### src/rtl/l4_fc_seq_pkg.sv
// Shared types and constants for the layer-4 FC weight sequencer.
// Holds the FSM state enum, default geometry and a geometry check.
package l4_pkg;

  typedef enum logic [1:0] {
    IDLE  = 2'd0,
    FETCH = 2'd1,
    ISSUE = 2'd2,
    DONE  = 2'd3
  } state_t;

  localparam int L4_ADDR_W     = 6;
  localparam int L4_ROW_STRIDE = 16;
  localparam int L4_NUM_ROWS   = 4;

  // A pass must stay inside the ROM, and row_idx
  // must be exactly wide enough to count the rows.
  function automatic bit l4_params_ok(
    input int addr_w,
    input int stride,
    input int rows,
    input int row_w
  );
    return (rows * stride <= (1 << addr_w)) &&
           (row_w == $clog2(rows));
  endfunction

  localparam bit L4_CFG_OK =
    l4_params_ok(L4_ADDR_W, L4_ROW_STRIDE,
                 L4_NUM_ROWS, $clog2(L4_NUM_ROWS));

endpackage

### src/rtl/l4_fc_seq_if.sv
// Weight-row handshake between the sequencer and ROM/MAC array.
// master: rom_addr, wt_valid, row_idx, row_last out; wt_ready in.
interface l4_fc_seq_if #(
  parameter int ADDR_W = 6,
  parameter int ROW_W  = 2
);

  logic [ADDR_W-1:0] rom_addr;
  logic              wt_valid;
  logic              wt_ready;
  logic [ROW_W-1:0]  row_idx;
  logic              row_last;

  modport master (
    output rom_addr,
    output wt_valid,
    output row_idx,
    output row_last,
    input  wt_ready
  );

  modport slave (
    input  rom_addr,
    input  wt_valid,
    input  row_idx,
    input  row_last,
    output wt_ready
  );

endinterface

### src/rtl/l4_fc_seq.sv
// Layer-4 FC weight ROM sequencer: steps row bases, handshakes rows.
// Ports: clk, rst_n, start, abort, wt (master), acc_clr, busy, done.
module l4_fc_seq
  import l4_pkg::*;
#(
  parameter int ADDR_W     = L4_ADDR_W,
  parameter int ROW_STRIDE = L4_ROW_STRIDE,
  parameter int NUM_ROWS   = L4_NUM_ROWS,
  parameter int ROW_W      = 2
) (
  input  logic         clk,
  input  logic         rst_n,
  input  logic         start,
  input  logic         abort,
  l4_fc_seq_if.master  wt,
  output logic         acc_clr,
  output logic         busy,
  output logic         done
);

  if (!l4_params_ok(ADDR_W, ROW_STRIDE,
                    NUM_ROWS, ROW_W)) begin : g_bad_cfg
    $error("l4_fc_seq: illegal row geometry");
  end

  localparam logic [ADDR_W-1:0] STEP =
    ADDR_W'(ROW_STRIDE);
  localparam logic [ROW_W-1:0] LAST_ROW =
    ROW_W'(NUM_ROWS - 1);

  state_t            r_state;
  logic [ADDR_W-1:0] r_addr;
  logic [ROW_W-1:0]  r_row;
  logic              r_valid;
  logic              r_last;
  logic              r_clr;
  logic              r_busy;
  logic              r_done;

  always_ff @(posedge clk or negedge rst_n) begin
    if (!rst_n) begin
      r_state <= IDLE;
      r_addr  <= '0;
      r_row   <= '0;
      r_valid <= 1'b0;
      r_last  <= 1'b0;
      r_clr   <= 1'b0;
      r_busy  <= 1'b0;
      r_done  <= 1'b0;
    end else if (abort) begin
      // Drops any in-flight row, even one
      // being accepted this very cycle.
      r_state <= IDLE;
      r_addr  <= '0;
      r_row   <= '0;
      r_valid <= 1'b0;
      r_last  <= 1'b0;
      r_clr   <= 1'b0;
      r_busy  <= 1'b0;
      r_done  <= 1'b0;
    end else begin
      unique case (r_state)
        IDLE: begin
          r_done <= 1'b0;
          if (start) begin
            r_state <= FETCH;
            r_addr  <= '0;
            r_row   <= '0;
            r_clr   <= 1'b1;
            r_busy  <= 1'b1;
          end
        end
        FETCH: begin
          // ROM dout settles during this cycle.
          r_clr   <= 1'b0;
          r_state <= ISSUE;
          r_valid <= 1'b1;
          r_last  <= (r_row == LAST_ROW);
        end
        ISSUE: begin
          if (wt.wt_ready) begin
            r_valid <= 1'b0;
            r_last  <= 1'b0;
            if (r_last) begin
              r_state <= DONE;
              r_done  <= 1'b1;
            end else begin
              r_state <= FETCH;
              r_addr  <= r_addr + STEP;
              r_row   <= r_row + 1'b1;
            end
          end
        end
        DONE: begin
          r_state <= IDLE;
          r_done  <= 1'b0;
          r_busy  <= 1'b0;
          r_addr  <= '0;
          r_row   <= '0;
        end
      endcase
    end
  end

  assign wt.rom_addr = r_addr;
  assign wt.wt_valid = r_valid;
  assign wt.row_idx  = r_row;
  assign wt.row_last = r_last;
  assign acc_clr     = r_clr;
  assign busy        = r_busy;
  assign done        = r_done;

endmodule

### src/flat_wrapper.sv
// flat-port wrapper written by rule: the top's interface ports become plain ports
module l4_fc_seq_flat import l4_pkg::*;
#(
  parameter int ADDR_W     = L4_ADDR_W,
  parameter int ROW_STRIDE = L4_ROW_STRIDE,
  parameter int NUM_ROWS   = L4_NUM_ROWS,
  parameter int ROW_W      = 2
)
  (clk, rst_n, start, abort, acc_clr, busy, done, wt_rom_addr, wt_wt_valid, wt_row_idx, wt_row_last, wt_wt_ready);
  l4_fc_seq_if #(.ADDR_W(ADDR_W), .ROW_W(ROW_W)) wt_i ();
  input  logic clk;
  input  logic rst_n;
  input  logic start;
  input  logic abort;
  output logic acc_clr;
  output logic busy;
  output logic done;
  output wire logic [$bits(wt_i.rom_addr)-1:0] wt_rom_addr;
  output wire logic [$bits(wt_i.wt_valid)-1:0] wt_wt_valid;
  output wire logic [$bits(wt_i.row_idx)-1:0] wt_row_idx;
  output wire logic [$bits(wt_i.row_last)-1:0] wt_row_last;
  input wire logic [$bits(wt_i.wt_ready)-1:0] wt_wt_ready;
  assign wt_rom_addr = wt_i.rom_addr;
  assign wt_wt_valid = wt_i.wt_valid;
  assign wt_row_idx = wt_i.row_idx;
  assign wt_row_last = wt_i.row_last;
  assign wt_i.wt_ready = wt_wt_ready;
  l4_fc_seq #(.ADDR_W(ADDR_W), .ROW_STRIDE(ROW_STRIDE), .NUM_ROWS(NUM_ROWS), .ROW_W(ROW_W)) u_core (.clk(clk), .rst_n(rst_n), .start(start), .abort(abort), .wt(wt_i), .acc_clr(acc_clr), .busy(busy), .done(done));
endmodule
### config.mk
export PLATFORM = sky130hd
export DESIGN_NAME = l4_fc_seq_flat
export DESIGN_NICKNAME = d
export VERILOG_FILES = /design/src/rtl/l4_fc_seq_pkg.sv /design/src/rtl/l4_fc_seq_if.sv /design/src/rtl/l4_fc_seq.sv /design/src/flat_wrapper.sv
export SDC_FILE = /design/constraint.sdc
export NUM_CORES = 1
export LEC_CHECK = 0
export ABC_AREA = 1
export CORE_AREA = 10 10 55 68
export CTS_CLUSTER_SIZE = 40
export DETAILED_ROUTE_END_ITERATION = 8
export DIE_AREA = 0 0 65 78
export SLEW_MARGIN = 20
export SYNTH_ARGS = -nofsm -noshare
export SYNTH_HDL_FRONTEND = slang
export SYNTH_SLANG_ARGS = --single-unit
### constraint.sdc
create_clock -name clk -period 1.4 [get_ports clk]
set_input_delay 0.14 -clock clk [delete_from_list [all_inputs] [get_ports clk]]
set_output_delay 0.14 -clock clk [all_outputs]
set_load 0.02 [all_outputs]
==> summary.txt <==
Status
  • Status: finished clean

Route
  • TritonRoute pass-1 iters: 3
  • Avg Vias per Cell: approximately 4.3
  • DRT Wirelength: 1760 um
  • Wire length per cell: 12.5 um
  • DR vias: ~600
  • DRC Markers: 0
  • Initial drt markers: 11
  • Final ANT Viol Nets: 0

STA
  • Slew Viols, Final: 0
  • Max Freq: 750 MHz
  • Slew @ Worst Pin: 0.534 ns
  • Final setup vio count: 0
  • Hold Fails Final Rpt: 0
  • Fin Clk Skew: between 0.006 and 0.007 ns
  • Slew margin rel.: 64.3%
  • Period minus WS final: 1.33 ns
  • Final Cycle Share: 95.2%
  • Hold Slack: just over 0.2 ns

Clock tree
  • Clk root buf: clkbuf_4
  • CTS tree: built
  • Clock Tree Buf Depth: 2
  • Post-CTS Hold Buffers: 0
  • CTS Sinks: 11
  • Clk_lat worst skew: 0.28 ns
  • Clock transition at path regs: 0.08 ns
  • H-tree lvl count: 1
  • CTS Buf Count: 3

Critical path
  • Reg2Reg Setup Slack: between 0.06 and 0.07 ns
  • Crit path kind: reg2reg
  • Required time of the critical path: 1.62 ns
  • Setup crit end kind: flip-flop
  • Startpoint types: flip-flop
  • Crit path DAT: 1.55 ns
  • Reg2Reg Depth: 5
  • R2R Path End: u_core.acc_clr
  • Crit-path max FO: 5
  • Reg2Reg Launch Point: u_core.r_state[1]

Cells and area
  • Area growth syn-to-layout: 34.7%
  • # diodes: 0
  • Layout cells sized above 1: 25.2%
  • Nets@finish: about 120

Floorplanning
  • Top-Level Pins: 18
  • Chip Height: 78 um
  • Core area: approximately 0.0025 mm2
  • Die width: 65 um
  • Initial core utilization: about 28%
  • Num rows: 21
  • Die area: 0.00507 mm2

Synthesis
  • Post-synth EDFFs: 0
  • Cell taking the most area after synthesis: dfrtp_1
  • Top-area cell type share of the netlist area: 38.0%
  • Async SR Flop Fraction: 100%
  • Most common cell in the netlist: nand2_1
  • Seq/Total Area, Yosys: between 30% and 40%
  • Predominant post-synthesis flop cell: dfrtp_1
  • Synth Instances: 86
  • Mapped cell area: between 700 and 800 um2
  • Warnings, synthesis: 0
  • Top cells by count, synth: nand2_1, dfrtp_1, nor2_1
  • Syn Area/Cell: 8.42 um2
  • Top post-synthesis cells by area: dfrtp_1, ha_1, nand2_1
  • Synth unique cells: 23
  • Synth Register Bits: 11

Global route
  • Global-route wire length before repair: 2950 um
  • GR Util All Layers: 7.48%
  • Largest net degree at the start of global routing: 12
  • Remaining global-route overflow: 0
  • Initial antenna violation count: 0
  • Vias in the first global route: ~660

Power
  • Pwr per Cell Area: 1620 mW/mm2
  • Peak supply drop: 0.428 mV
  • Reported leakage power: roughly 0.00055 uW
  • Design Power: about 1600 uW

Place
  • Post-DP HPWL: 1370 um
  • Buffers on Ports: 13
  • RD Place Congestion: 0.873

Job
  • Max_cap viols: 0

Min path
  • Worst Hold Class: in2async
-- kinds of logic (layout without fill, tap and decap cells) --
| logic type | Yosys count | after routing | share of synthesized area [%] |
|---|---|---|---|
| AND/OR/NAND/NOR | 39 | 39 | 27.8 |
| AO/OA/AOI/OAI | 16 | 16 | 12.4 |
| buffers and inverters | 12 | 30 | 9.67 |
| flip-flops | 11 | 11 | 38.0 |
| adder cells (fa/ha/maj) | 6 | 6 | 10.4 |
| other | 1 | 4 | 0.518 |
| XOR/XNOR | 1 | 1 | 1.21 |
-- placed cells by master, fill, tap and decap left out, types with 4 or more instances in the layout --
cell / count
nand2_4: 4
dfrtp_1: 10
o21ai_0: 6
clkdlybuf4s50_1: 4
nor2_1: 8
inv_1: 5
buf_4: 6
dlygate4sd2_1: 6
conb_1: 4
o21ai_1: 5
nand2_1: 19
-- metal layers --
layer | wire length, um | global-route usage, % | vias up
li1 | - | - | 305
met1 | 687 | 7.46 | 286
met2 | 960 | 12.6 | 12
met3 | 67 | 2.16 | 4
met4 | 41 | 5.79 | 0
met5 | 0 | 0 | -
-- repair_timing --
item | 4_1_cts | 5_1_grt
endpoints found under the hold margin | 0 | 0
setup endpoints to repair | 6 | 10
resized for setup | 6 | 12
setup buffers | 0 | 1
-- layout make-up --
cell class	instances	area (um2)
tap	34	42.5
sequential	11	277
clock buffer	4	26.3
multi-input combinational	66	427
fill	269	1570
timing repair buffer	19	175
inverter	7	28.8
-- stage by stage --
stage | setup slack (ns) | cell area, um2 | std cells | util, % | setup TNS, ns
floorplan | 0.119 | 736 | 89 | - | 0
global placement | 0.0722 | 905 | 136 | 35.5 | 0
detailed placement | 0.0303 | 905 | 136 | 35.5 | 0
CTS | 0.00886 | 923 | 140 | 36.2 | 0
global route | -0.00189 | 976 | 141 | 38.3 | -0.00197
finish | 0.0668 | 976 | 141 | 38.3 | 0
-- power breakdown --
| part | total, uW | internal [uW] | switching (uW) |
|---|---|---|---|
| Sequential | 485 | 412 | 72.5 |
| Clock | 231 | 111 | 120 |
| Combinational | 869 | 373 | 496 |
| Total | 1590 | 897 | 689 |
-- critical path: stages (launching register included) --
cell and delay, ns:
dfrtp_2 0.42, inv_1 0.09, buf_4 0.15, ha_1 0.20, or2_2 0.28, o21ai_2 0.13
-- how the worst max path moves through the flow --
stage	start	to	slack [ns]	cells after the start
floorplan	u_core.r_state[0]	u_core.wt.rom_addr[4]	0.12	7
global placement	u_core.r_state[1]	u_core.wt.row_idx[0]	0.07	7
detailed placement	u_core.r_state[1]	u_core.wt.row_idx[0]	0.03	7
CTS	u_core.r_state[1]	u_core.wt.rom_addr[5]	0.009	8
global route	u_core.r_state[0]	u_core.wt.rom_addr[5]	-0.002	8
finish	u_core.r_state[1]	u_core.acc_clr	0.07	5
-- sequential cells by signal, summed over array words and instances (netlist names) --
| signal | count |
|---|---|
| u_core.r_state | 2 |
| u_core.wt.rom_addr | 2 |
| u_core.wt.row_idx | 2 |
| u_core.acc_clr | 1 |
| u_core.done | 1 |
| u_core.busy | 1 |
| u_core.wt.row_last | 1 |
| u_core.wt.wt_valid | 1 |
Power figures use the tool's default switching activity.
